## config.mk

```make
export PLATFORM = sky130hd
export DESIGN_NAME = branch_target_lut
export DESIGN_NICKNAME = d
export VERILOG_FILES = /design/src/rtl/branch_target_lut.sv
export SDC_FILE = /design/constraint.sdc
export NUM_CORES = 1
export LEC_CHECK = 0
export CAP_MARGIN = 10
export CORE_MARGIN = 5
export CORE_UTILIZATION = 65
export CTS_BUF_LIST = sky130_fd_sc_hd__clkbuf_4 sky130_fd_sc_hd__clkbuf_8 sky130_fd_sc_hd__clkbuf_16
export DETAILED_ROUTE_END_ITERATION = 8
export DONT_BUFFER_PORTS = 1
export PLACE_DENSITY_LB_ADDON = 0.2
export SLEW_MARGIN = 10
export SYNTH_ARGS = -nofsm -noshare
export SYNTH_HDL_FRONTEND = slang
export SYNTH_SLANG_ARGS = --single-unit
```

## constraint.sdc

```tcl
create_clock -name clk -period 4.2 [get_ports clk]
set_clock_uncertainty 0.1 [all_clocks]
set_input_delay 0.42 -clock clk [delete_from_list [all_inputs] [get_ports clk]]
set_output_delay 0.42 -clock clk [all_outputs]
set_load 0.05 [all_outputs]
```

## src/rtl/branch_target_lut.sv

```systemverilog
// Fully associative branch target buffer with saturating direction counters; lookup is combinational, update lands on the next edge.
// No backpressure: every update strobe is accepted, and flush wins over a coincident update.
module branch_target_lut #(
    parameter int ADDR_WIDTH = 16,
    parameter int DEPTH      = 8,
    parameter int CTR_BITS   = 2
) (
    input  logic                  clk,
    input  logic                  reset,
    input  logic                  flush,
    input  logic [ADDR_WIDTH-1:0] read_key,
    output logic [ADDR_WIDTH-1:0] read_val,
    output logic                  read_valid,
    output logic                  read_taken,
    input  logic                  update,
    input  logic [ADDR_WIDTH-1:0] update_key,
    input  logic [ADDR_WIDTH-1:0] update_val,
    input  logic                  update_taken
);

    localparam int PTR_W = $clog2(DEPTH);
    localparam logic [CTR_BITS-1:0] CTR_MAX  = '1;
    localparam logic [CTR_BITS-1:0] CTR_WEAK = CTR_BITS'(1) << (CTR_BITS - 1);

    logic [ADDR_WIDTH-1:0] key_q [DEPTH];
    logic [ADDR_WIDTH-1:0] key_d [DEPTH];
    logic [ADDR_WIDTH-1:0] val_q [DEPTH];
    logic [ADDR_WIDTH-1:0] val_d [DEPTH];
    logic [CTR_BITS-1:0]   ctr_q [DEPTH];
    logic [CTR_BITS-1:0]   ctr_d [DEPTH];
    logic [DEPTH-1:0]      valid_q;
    logic [DEPTH-1:0]      valid_d;
    logic [PTR_W-1:0]      ptr_q;
    logic [PTR_W-1:0]      ptr_d;

    logic                  rd_hit;
    logic [PTR_W-1:0]      rd_idx;
    logic                  upd_hit;
    logic [PTR_W-1:0]      upd_idx;
    logic                  has_free;
    logic [PTR_W-1:0]      free_idx;
    logic [PTR_W-1:0]      victim;

    // Descending scans so the lowest matching / free index is the one left standing.
    always_comb begin
        rd_hit   = 1'b0;
        rd_idx   = '0;
        upd_hit  = 1'b0;
        upd_idx  = '0;
        has_free = 1'b0;
        free_idx = '0;
        for (int i = DEPTH - 1; i >= 0; i--) begin
            if (valid_q[i] && (key_q[i] == read_key)) begin
                rd_hit = 1'b1;
                rd_idx = PTR_W'(i);
            end
            if (valid_q[i] && (key_q[i] == update_key)) begin
                upd_hit = 1'b1;
                upd_idx = PTR_W'(i);
            end
            if (!valid_q[i]) begin
                has_free = 1'b1;
                free_idx = PTR_W'(i);
            end
        end
    end

    always_comb begin
        read_valid = rd_hit;
        read_val   = rd_hit ? val_q[rd_idx] : '0;
        read_taken = rd_hit & ctr_q[rd_idx][CTR_BITS-1];
    end

    always_comb begin
        key_d   = key_q;
        val_d   = val_q;
        ctr_d   = ctr_q;
        valid_d = valid_q;
        ptr_d   = ptr_q;
        victim  = has_free ? free_idx : ptr_q;
        if (flush) begin
            valid_d = '0;
            ptr_d   = '0;
        end else if (update) begin
            if (upd_hit) begin
                if (update_taken) begin
                    if (ctr_q[upd_idx] != CTR_MAX) begin
                        ctr_d[upd_idx] = ctr_q[upd_idx] + CTR_BITS'(1);
                    end
                    val_d[upd_idx] = update_val;
                end else if (ctr_q[upd_idx] != '0) begin
                    ctr_d[upd_idx] = ctr_q[upd_idx] - CTR_BITS'(1);
                end
            end else if (update_taken) begin
                key_d[victim]   = update_key;
                val_d[victim]   = update_val;
                ctr_d[victim]   = CTR_WEAK;
                valid_d[victim] = 1'b1;
                // Round-robin pointer only moves when it actually chose the victim.
                if (!has_free) begin
                    ptr_d = ptr_q + PTR_W'(1);
                end
            end
        end
    end

    always_ff @(posedge clk or negedge reset) begin
        if (!reset) begin
            for (int i = 0; i < DEPTH; i++) begin
                key_q[i] <= '0;
                val_q[i] <= '0;
                ctr_q[i] <= '0;
            end
            valid_q <= '0;
            ptr_q   <= '0;
        end else begin
            key_q   <= key_d;
            val_q   <= val_d;
            ctr_q   <= ctr_d;
            valid_q <= valid_d;
            ptr_q   <= ptr_d;
        end
    end

endmodule

```

# ---- Yosys cells after proc, flatten, opt, wreduce, memory -nomap -nowiden
# Index checks and enable logic that the tools add are counted.
dict set report word_totals {
  out_inout_bits 18
  inputBits 53
  wordCells 186
  reg_bits 283
}
dict set report op_classes {
  n_reduce_logical 29
  n_addsub 3
  n_eq_ne 20
  order_cmp 7
  bitwise 10
  muxes 91
}
# op n
set ops {}
lappend ops {{$bwmux 128} 3}
lappend ops {{$mux 128} 3}
lappend ops {{$eq 16x16->1} 16}
lappend ops {{$mux 16} 10}
lappend ops {{$demux 16 s3} 2}
lappend ops {{$mux 3} 30}
lappend ops {{$bmux 16 s3} 1}
lappend ops {{$bwmux 16} 2}
lappend ops {{$mux 8} 4}
lappend ops {{$mux 1} 25}
lappend ops {{$logic_and 1x1->1} 19}
lappend ops {{$or 8x8->8} 2}
lappend ops {{$bmux 2 s3} 2}
lappend ops {{$demux 2 s3} 2}
lappend ops {{$ge 4x4->1 const B} 3}
lappend ops {{$mux 2} 6}
lappend ops {{$not 3->4} 3}
lappend ops {{$reduce_bool 2->1} 5}
lappend ops {{$and 8x8->8} 1}
lappend ops {{$lt 4x1->1 const B} 2}
lappend ops {{$not 8->8} 1}
lappend ops {{$reduce_and 4->1} 2}
lappend ops {{$ne 2x2->1 const B} 3}
lappend ops {{$reduce_and 3->1} 2}
lappend ops {{other kinds (10)} 11}

# ---- Depth between registers and ports, before layout
dict set report depth {
  word_depth 19
  ltp_mapped 19
}

# ---- Worst setup path before layout
# Ideal clock, no wire load.
dict set report synth_timing {
  kind {input to output}
  startpoint {in read_key[14]}
  endpoint {out read_taken}
  arrival_time_ps 3753
  required_ps 3680
  stages 12
  path_slack_ps -73
  n_path_buf 4
  path_cell_list {clkbuf_1 -> xnor2_1 -> or4b_2 -> nor4_1 -> o311ai_0 -> a22oi_1 -> o211a_1 -> clkbuf_1 -> buf_2 -> buf_4 -> mux2i_1 -> o221ai_1}
}
dict set report synth_via {
  elab_chain_len 15
  elab_cells_between_ends 37
  classes_between {8 x eq/ne; 19 x mux; 2 x bitwise; 8 x reduce/logical}
}
# item line
set synth_lines {}
lappend synth_lines {{start: declaration} 11} ;# input logic [ADDR_WIDTH-1:0] read_key,
lappend synth_lines {{$eq 16x16->1} 53} ;# if (valid_q[i] && (key_q[i] == read_key)) begin
lappend synth_lines {{$logic_and 1x1->1} 53}
lappend synth_lines {{$mux 3 (8 in series)} 53}
lappend synth_lines {{$not 3->4 (not written as such)} 71} ;# read_taken = rd_hit & ctr_q[rd_idx][CTR_BITS-1];
lappend synth_lines {{$bmux 2 s3} 71}
lappend synth_lines {{$mux 2 (not written as such) (2 in series)} 71}
lappend synth_lines {{$and 1x1->1 (*)} 71}
lappend synth_lines {{end: declaration} 14} ;# output logic read_taken,
# Every way passes the cells marked *; elsewhere a longest branch is shown, timed or not. The select of a mux whose other input is x is not followed.

# ---- Final worst setup path
dict set report layout_timing {
  startpoint {reg key_q[13] (netlist bit)}
  endpoint {out read_val[12]}
}
dict set report layout_via {
  elab_chain_len 15
  elab_cells_between_ends 23
  classes_between {1 x eq/ne; 20 x mux; 1 x bitwise; 1 x reduce/logical}
}
# item line
set layout_lines {}
lappend layout_lines {{start: declaration} 25} ;# logic [ADDR_WIDTH-1:0] key_q [DEPTH];
lappend layout_lines {{start signal: assignment} 117} ;# key_q <= key_d;
lappend layout_lines {{$eq 16x16->1 (*)} 53}
lappend layout_lines {{$logic_and 1x1->1 (*)} 53}
lappend layout_lines {{$mux 3 (8 in series)} 53}
lappend layout_lines {{$not 3->4 (not written as such)} 70} ;# read_val = rd_hit ? val_q[rd_idx] : '0;
lappend layout_lines {{$bmux 16 s3} 70}
lappend layout_lines {{$mux 16 (not written as such) (2 in series)} 70}
lappend layout_lines {{$mux 16 (*)} 70}
lappend layout_lines {{end: declaration} 12} ;# output logic [ADDR_WIDTH-1:0] read_val,
# Marks and branches as above.

==> results.md <==
* Total power at 6.75 mW
* Max-cap violations at 0
* Sink Count at 283
* Vias per cell at 6.77
* Worst slew margin at 0.212
* Final net count at 1552
* Crit path largest cell delay at 510 ps
* Gate power share at 0.131
* Post-Place Cell Area at 17100 um2
* Async set or reset register ratio after synthesis at 1.00
* Clock power frac at 0.406
* Clk_lat worst skew at 580 ps
* CTS Buf Count at 31
* R2r setup slk at 130 ps
* Root Buffer: clkbuf_16
* Total congestion overflow at 0
* VDD IR max at 362 uV
* CTS Hold Bufs at 33
* Clock-pin transition on the worst setup and hold timing paths at 60 ps
* Core area at 25000 um2
* # diodes at 0
* DR vias at 12500
* Wire per inst at 29.2 um
* Yosys warns at 0
* CTS tree: done
* Syn_nets at 1490
* Cell Area, Synth at 16400 um2
* CP endpoint kind: output port
* Post-Synthesis Cells at 1434
* Initial antenna violation count at 0
* Final hold vios at 283
* DRC at 0
* Number of cells on the worst reg-to-reg path at 13
* CTS H-tree depth at 1
* Cell mode on critical path: buf_4
* Total wire length at 54000 um
* Die Height at 169 um
* WP data required at 3680 ps
* Die width at 169 um
* Layout overhead on the synthesized area at 15.4%
* Switching Fraction at 0.264
* PwrDens at 356 nW/um2
* Setup crit start kind: register
* Worst Tran Pin Value at 1180 ps
* Critical-path maximum fanout at 12
* Top-Level Pins at 71
* Post-route cell area at 18900 um2
* Leading post-synthesis cells by cell area: dfrtp_1, mux2_2, xnor2_1
* Initial drt markers at 1530
* Yosys top cell area share at 0.431
* Initial DRT Pass Iterations at 5
* Final ANT Viol Nets at 0
* Post-DP HPWL at 33900 um
* Fin crit period at 4220 ps
* Arr. time, crit path at 3700 ps
* Layout cells sized above 1 at 0.311
* Number of synthesized flops with an enable pin at 0
* Yosys cell types at 74
* RSZ-0062 raised after global routing: yes
* Starting density of the core at 0.656
* Critical path's slowest cell: or4b_4
* Post-synthesis average cell area at 11.4 um2
* Cell-internal power at 4.97 mW
* Pre-CTS WS at -37.7 ps
* Setup Crit Path Kind: register to output port
* Max clock buf depth at 3
* Cell taking the most area after synthesis: dfrtp_1
* Max Slew Vio Count at 0
* Vias in the first global route at 12700
* Seq pwr share at 0.462
* First-pass GRT wire length at 79600 um
* Fin worst setup slack at -15.2 ps
* Largest net degree at the start of global routing at 284
* GP Congestion at 0.978
* Failing checks: hold timing, setup timing
* Worst path cell trace: xor2_1, or4b_4, nor4_2, o311ai_1, buf_4, a22oi_2, o211a_4, buf_4, buf_16, mux2i_2, o221ai_2, buf_4
* Final Non-Filler Cells at 1849
* Main synth FF type: dfrtp_1
* Flop and latch count out of synthesis at 283
* Std-Cell Rows at 58
* Final worst-path cycle share at 1.00
* Seq/Total Area, Yosys at 0.431
* Gr usage total at 0.371
* Worst reg2reg endpoint: ctr_q[13]
* Reg2reg start: key_q[113]
* Min-Delay Path Class: primary input to async pin
* Hold slack at -556 ps
* Status: complete, but fails checks
* Lkg Pwr at 8.06 nW
* Psw at 1.78 mW
* Port bufs at 0
* Util after Layout at 0.757
* Setup violations, final at 1
* Placed cell count at 1746
* Max frequency at 237 MHz
* Count leader, synth: dfrtp_1
* Die ar. at 28500 um2
* Most frequent cells after synthesis: dfrtp_1, mux2_2, xnor2_1
## layout by cell type, fill, tap and decap left out, drive strengths merged, types with 5 or more instances in the layout
cell type	instances
buf	84
clkinvlp	5
dlygate4sd3	33
xnor2	168
mux2i	72
nor3b	9
nor4b	8
nand2	55
clkbuf	42
nor2	42
o31ai	6
nor4	36
xor2	90
o22a	19
mux2	256
or3	6
or4	12
or4b	7
inv	18
o21ai	19
or2	10
clkinv	7
nand4	62
nand4b	6
nand3	33
o21a	5
and2	8
a21oi	13
nor3	25
dfrtp	283
o221ai	17
## metal layers
| layer | vias to the layer above | GRT usage | share of wire |
|---|---|---|---|
| met5 | - | 0 | 0 |
| li1 | 5335 | - | - |
| met1 | 6308 | 0.516 | 0.41 |
| met3 | 184 | 0.128 | 0.11 |
| met2 | 695 | 0.538 | 0.43 |
| met4 | 0 | 0.143 | 0.048 |
## area by class of cell
| class | count | area, um2 |
|---|---|---|
| tap | 330 | 413 |
| clock inverter | 15 | 141 |
| clock buffer | 41 | 876 |
| fill | 1667 | 6090 |
| multi-input combinational | 1045 | 9210 |
| timing repair buffer | 118 | 1170 |
| inverter | 17 | 63.8 |
| sequential | 283 | 7080 |
## metrics by stage
stage                     hold slack, ps  setup TNS, ps
after floorplan                     24.4              0
after global placement              30.8          -18.1
after detailed placement            32.3          -40.5
after CTS                           -563              0
after global routing                -563           -365
final                               -556          -15.2
## kinds of logic after synthesis
family,count (synthesis),share of synthesized area
and+or+nand+nor,334,0.117
adders and majority gates,3,0.00229
xor gates and xnor gates,258,0.138
muxes,328,0.222
AOI/OAI and AO/OA,122,0.0576
DFF,283,0.431
buffers and inverters,106,0.0323
## how the worst max path moves through the flow
stage	slack, ps	start	cells after the start	endpoint
2_1_floorplan	110	update_key[13]	16	ctr_q[13]
3_5_place_dp	-40	update_key[4]	14	ctr_q[13]
5_1_grt	-80	key_q[98]	11	read_val[12]
6_report	-20	key_q[13]	12	read_val[12]
4_1_cts	0.1	key_q[56]	14	ctr_q[13]
3_3_place_gp	-20	update_key[4]	14	ctr_q[13]
## flip-flops by register name, indices dropped and copies added (netlist names)
register / cells
ptr_q: 3
val_q: 128
ctr_q: 16
key_q: 128
valid_q: 8
## power by group through the flow
stage / combinational [mW] / sequential, mW / clock [mW]
6_report: 0.887 / 3.12 / 2.74
2_1_floorplan: 0.672 / 3.10 / 0
5_1_grt: 0.937 / 3.14 / 2.87
3_3_place_gp: 0.734 / 3.13 / 0
3_5_place_dp: 0.745 / 3.15 / 0
4_1_cts: 0.835 / 3.10 / 2.75
## critical path, delay by kind of cell (launching register included)
kind                      cells  cell delay [ps]
DFF                           1              410
AOI/OAI and AO/OA             4              770
muxes                         1              280
and+or+nand+nor               2              670
xor gates and xnor gates      1              230
buffers and inverters         4              760
## timing repair
action / CTS / global route
resized for setup: 22 / 51
setup buffers: 8 / 5
pin swaps: 10 / 9
hold endpoints to repair: 550 / 283
setup endpoints to repair: 22 / 49
cloned: 2 / 1
No activity file was read; power rests on OpenSTA's default activity.
